$ cat config.mk
export PLATFORM = sky130hd
export DESIGN_NAME = bcd_scan_counter
export DESIGN_NICKNAME = d
export VERILOG_FILES = /design/src/rtl/bcd_scan_counter.sv
export SDC_FILE = /design/constraint.sdc
export NUM_CORES = 1
export LEC_CHECK = 0
export ABC_AREA = 1
export CORE_UTILIZATION = 40
export DETAILED_ROUTE_END_ITERATION = 7
export GPL_TIMING_DRIVEN = 0
export HOLD_SLACK_MARGIN = 0.12
export SLEW_MARGIN = 20
export SYNTH_ARGS = -nofsm -noshare
export SYNTH_HDL_FRONTEND = slang
export SYNTH_SLANG_ARGS = --single-unit
$ cat constraint.sdc
create_clock -name Clock -period 3.39 [get_ports Clock]
set_clock_uncertainty 0.05 [all_clocks]
set_input_delay 0.5085 -clock Clock [delete_from_list [all_inputs] [get_ports Clock]]
set_output_delay 0.5085 -clock Clock [all_outputs]
set_load 0.005 [all_outputs]
$ cat src/rtl/bcd_scan_counter.sv
// Multi-digit BCD up/down counter with parallel load, cascadable terminal-count
// flag and a free-running digit scanner for a multiplexed decimal display.
module bcd_scan_counter #(
  parameter int unsigned DIGITS   = 4,
  parameter int unsigned SCAN_DIV = 1
) (
  input  logic                  Clock,
  input  logic                  Reset_b,
  input  logic                  Enable,
  input  logic                  Up_Down,
  input  logic                  Load,
  input  logic [4*DIGITS-1:0]   Load_Value,
  output logic [4*DIGITS-1:0]   Count,
  output logic                  Carry_Out,
  output logic                  Load_Error,
  output logic [3:0]            BCD_Digit,
  output logic [DIGITS-1:0]     Digit_Select
);

  localparam int unsigned IdxW = (DIGITS > 1) ? $clog2(DIGITS) : 1;
  localparam logic [IdxW-1:0] IdxMax = IdxW'(DIGITS - 1);
  localparam logic [15:0] PreMax = 16'(SCAN_DIV - 1);

  logic [4*DIGITS-1:0] count_q, count_d;
  logic                load_error_q, load_error_d;
  logic [IdxW-1:0]     idx_q, idx_d;
  logic [15:0]         prescale_q, prescale_d;

  logic load_ok;
  logic all_nine;
  logic all_zero;
  logic scan_advance;

  // Per-digit classification of the load word and the current count
  always_comb begin
    load_ok  = 1'b1;
    all_nine = 1'b1;
    all_zero = 1'b1;
    for (int i = 0; i < int'(DIGITS); i++) begin
      if (Load_Value[4*i +: 4] > 4'd9) load_ok = 1'b0;
      if (count_q[4*i +: 4] != 4'd9)   all_nine = 1'b0;
      if (count_q[4*i +: 4] != 4'd0)   all_zero = 1'b0;
    end
  end

  assign Carry_Out = Enable & ~Load & (Up_Down ? all_nine : all_zero);

  // Next count: load has priority, then a decimal ripple step, else hold
  always_comb begin
    logic       ripple;
    logic [3:0] nib;
    count_d      = count_q;
    load_error_d = 1'b0;
    ripple       = 1'b1;
    nib          = 4'd0;
    if (Load) begin
      if (load_ok) count_d = Load_Value;
      else         load_error_d = 1'b1;
    end else if (Enable) begin
      for (int i = 0; i < int'(DIGITS); i++) begin
        nib = count_q[4*i +: 4];
        if (ripple) begin
          if (Up_Down) begin
            if (nib == 4'd9) begin
              count_d[4*i +: 4] = 4'd0;
            end else begin
              count_d[4*i +: 4] = nib + 4'd1;
              ripple = 1'b0;
            end
          end else begin
            if (nib == 4'd0) begin
              count_d[4*i +: 4] = 4'd9;
            end else begin
              count_d[4*i +: 4] = nib - 4'd1;
              ripple = 1'b0;
            end
          end
        end
      end
    end
  end

  // Count and load-error state
  always_ff @(posedge Clock or negedge Reset_b) begin
    if (!Reset_b) begin
      count_q      <= '0;
      load_error_q <= 1'b0;
    end else begin
      count_q      <= count_d;
      load_error_q <= load_error_d;
    end
  end

  assign Count      = count_q;
  assign Load_Error = load_error_q;

  assign scan_advance = (prescale_q == PreMax);

  // Scanner next state; with DIGITS = 1 IdxMax is 0 so the index stays put
  always_comb begin
    prescale_d = prescale_q + 16'd1;
    idx_d      = idx_q;
    if (scan_advance) begin
      prescale_d = 16'd0;
      idx_d      = (idx_q == IdxMax) ? '0 : idx_q + IdxW'(1);
    end
  end

  // Scanner state, free-running regardless of Enable and Load
  always_ff @(posedge Clock or negedge Reset_b) begin
    if (!Reset_b) begin
      prescale_q <= 16'd0;
      idx_q      <= '0;
    end else begin
      prescale_q <= prescale_d;
      idx_q      <= idx_d;
    end
  end

  // Digit mux and one-hot select, straight from registered index and count
  always_comb begin
    BCD_Digit    = 4'd0;
    Digit_Select = '0;
    for (int i = 0; i < int'(DIGITS); i++) begin
      if (idx_q == IdxW'(i)) begin
        BCD_Digit       = count_q[4*i +: 4];
        Digit_Select[i] = 1'b1;
      end
    end
  end

`ifndef SYNTHESIS
  for (genvar gi = 0; gi < int'(DIGITS); gi++) begin : g_bcd_chk
    a_digit_bcd : assert property (@(posedge Clock) disable iff (!Reset_b)
                                   count_q[4*gi +: 4] <= 4'd9);
  end
`endif

endmodule

==> impl_metrics.env <==
export IMPL_antenna_cells=0
export IMPL_hold_class="reg2reg"
export IMPL_p_leak_nw=1.77
export IMPL_synth_fa_ha_area_frac=0.0280
export IMPL_cts_root_buf="clkbuf_8"
export IMPL_clkLatencyLatePin_ps=300
export IMPL_ys_types=37
export IMPL_start_util=0.417
export IMPL_tightest_slew_ps=550
export IMPL_worstPathCellList="clkbuf_1 -> nor2_1 -> nand3_1 -> nand2_1 -> nand3_1 -> a211oi_1 -> clkdlybuf4s50_1"
export IMPL_hold_depth=1
export IMPL_die_w_microns=83.9
export IMPL_cts_buffers=5
export IMPL_place_area_sq_um=3240
export IMPL_drt_pass1_iter_count=6
export IMPL_dr_first_iter_drc_count=136
export IMPL_synth_most_common_cell="nand2_1"
export IMPL_cts_tree="built"
export IMPL_cp_slowest_cell="clkdlybuf4s50_1"
export IMPL_synthTopCellsByArea="dfrtp_1, nand2_1, inv_1, nand3_1, o21ai_0"
export IMPL_slew_violations=0
export IMPL_dieArea_sq_um=7040
export IMPL_synth_top_family_by_area="simple AND/OR/NAND/NOR gates"
export IMPL_path_common_cell="nand3_1"
export IMPL_setup_tns_ps=0
export IMPL_fmax_mhz=361
export IMPL_io_buffer_count=44
export IMPL_fin_crit_sh=0.818
export IMPL_antenna_found_initial=0
export IMPL_crit_path_max_incr_delay_ps=550
export IMPL_yosysWarnings=0
export IMPL_setup_viol=0
export IMPL_dp_hpwl_microns=5500
export IMPL_peakVddDrop_mv=0.184
export IMPL_outcome="finished with violations"
export IMPL_cts_htree_levels=2
export IMPL_violations="DRC"
export IMPL_netlist_instances=414
export IMPL_clockBufferDepth=2
export IMPL_grt_pass1_vias=2654
export IMPL_grt_util_all_layers=0.216
export IMPL_rrSetupSlack_ps=1730
export IMPL_synthMuxAreaShare=0
export IMPL_dieHeight_microns=83.9
export IMPL_hold_end="prescale_q[0]$_DFF_PN0_"
export IMPL_synth_simple_area_share=0.392
export IMPL_synth_common_cells="nand2_1, inv_1, dfrtp_1, nand3_1, o21ai_0"
export IMPL_syn2layout_area_growth_pct=24.9
export IMPL_powerDensity_nw_per_um2=524
export IMPL_syn_nets=441
export IMPL_avgSynthCellArea_sq_um=6.48
export IMPL_totalWireLength_microns=7050
export IMPL_intPower_w=0.00102
export IMPL_yosys_area_top_type="dfrtp_1"
export IMPL_synth_compound_area_frac=0.122
export IMPL_rows=29
export IMPL_p_seq_frac=0.360
export IMPL_yosysTopAreaCellShare=0.327
export IMPL_routabilityCongestion=0.869
export IMPL_cts_setup_buffers=0
export IMPL_grt_overflow=0
export IMPL_via_per_inst=5.06
export IMPL_drcViolationCount=6
export IMPL_r2r_end="Count[11]$_DFFE_PN0P_"
export IMPL_power_clock_fraction=0.191
export IMPL_synth_edff_count=0
export IMPL_drive_above_1_share=0.0812
export IMPL_via_count=2756
export IMPL_synth_flop_cell="dfrtp_1"
export IMPL_post_drt_wl_per_cell_microns=12.9
export IMPL_period_minus_slack_ps=2770
export IMPL_power_total_w=0.00175
export IMPL_p_comb_frac=0.449
export IMPL_netlist_area_sq_um=2680
export IMPL_power_switching_w=0.000732
export IMPL_r2r_cells=11
export IMPL_slew_limit_headroom=0.633
export IMPL_r2r_start="Count[6]$_DFFE_PN0P_"
export IMPL_max_cap_viol_count=0
export IMPL_core_area_sq_um=6420
export IMPL_worst_setup_path_type="reg2out"
export IMPL_fin_util=0.522
export IMPL_finalHoldViolations=0
export IMPL_startpoint_type="register"
export IMPL_crit_required_ps=2830
export IMPL_final_cell_area_sq_um=3350
export IMPL_ios=47
export IMPL_cts_sinks=35
export IMPL_switching_share=0.417
export IMPL_holdCritStartpoint="prescale_q[0]$_DFF_PN0_"
export IMPL_synthArstFlopShare=1.00
export IMPL_endpoint_kind="output pin"
export IMPL_arrival_ps=2210
export IMPL_grt_first_pass_wirelength_microns=12100
export IMPL_nets=494
export IMPL_ys_ff_latch=35
export IMPL_synth_xor_area_frac=0.0261
export IMPL_clk_pin_slew_worst_paths_ps=70
export IMPL_rsz0062_at_grt="false"
export IMPL_synth_seq_area_share=0.327
export IMPL_grt_start_max_net_pins=24
export IMPL_postRouteAntennaNets=0
export IMPL_cp_max_fo=8
## flip-flops by register name, summed over array words and instances, names as in the netlist
name,cells
Load_Error,1
prescale_q,16
Count,16
idx_q,2
## how the worst max path moves through the flow
| stage | from | to | slack [ps] | cells after the start |
|---|---|---|---|---|
| 6_report | Count[12]$_DFFE_PN0P_ | Carry_Out | 620 | 7 |
| 5_1_grt | idx_q[0]$_DFFE_PN0N_ | BCD_Digit[0] | 440 | 7 |
| 4_1_cts | Count[12]$_DFFE_PN0P_ | Carry_Out | 590 | 7 |
| 3_5_place_dp | Enable | Carry_Out | 800 | 6 |
| 3_3_place_gp | Enable | Carry_Out | 790 | 6 |
| 2_1_floorplan | Up_Down | Carry_Out | 1580 | 6 |
## cell families after synthesis
group / Yosys count
and+or+nand+nor: 237
buffers and inverters: 71
AOI/OAI and AO/OA: 57
DFF: 35
xor gates and xnor gates: 8
adders and majority gates: 6
## power by group through the flow
stage	Sequential [W]	Clock, W	Combinational (W)
after floorplan	0.000603	0	0.000477
after global placement	0.000638	0	0.000774
after detailed placement	0.000639	0	0.000787
after CTS	0.000631	0.000348	0.000790
after global routing	0.000643	0.000362	0.000909
final	0.000631	0.000335	0.000788
## layout by cell type, fill, tap and decap left out, types with 3 or more instances in the layout
cell type / n
nor2_4: 3
nand4_1: 10
ha_1: 6
a21oi_1: 7
nor4_1: 3
xor2_1: 7
inv_1: 56
dfrtp_1: 35
nand2_2: 6
nand2_1: 140
nand3_1: 34
clkbuf_1: 4
clkdlybuf4s50_1: 43
clkbuf_8: 6
nor3_1: 4
buf_2: 3
inv_2: 6
o21ai_1: 3
o211ai_1: 7
o21ai_0: 31
nor2_1: 28
## per-layer routing
layer	part of all wire	global-route usage
met5	0	0
met4	0.026	0.0909
met3	0.039	0.0396
met2	0.47	0.367
met1	0.47	0.268
## cell type report
type / count / area (sq um)
plain buffers: 8 / 43.8
clock buffers: 6 / 82.6
clock inverters: 2 / 16.3
fillers: 661 / 3070
inverters: 63 / 239
multi-input cells: 308 / 1520
flip-flops and latches: 35 / 876
well taps: 77 / 96.3
repair buffers: 46 / 473
## critical path: cells and delay by family (launching register included)
family	cells	cell delay (ps)
compound gates	1	210
buf+inv	2	740
flops	1	380
simple gates	4	590
## repair_timing
item                                   4_1_cts  5_1_grt
gates resized for setup                      0        0
endpoints found under the hold margin       12        0
hold buffers                                 1        0
## stage by stage
stage	std cells	hold slack, ps	setup WS [ps]
floorplan	414	163	1580
global placement	535	431	793
detailed placement	536	393	804
CTS	545	448	595
global route	545	474	444
finish	545	446	617
No activity file was read; power rests on OpenSTA's default activity.
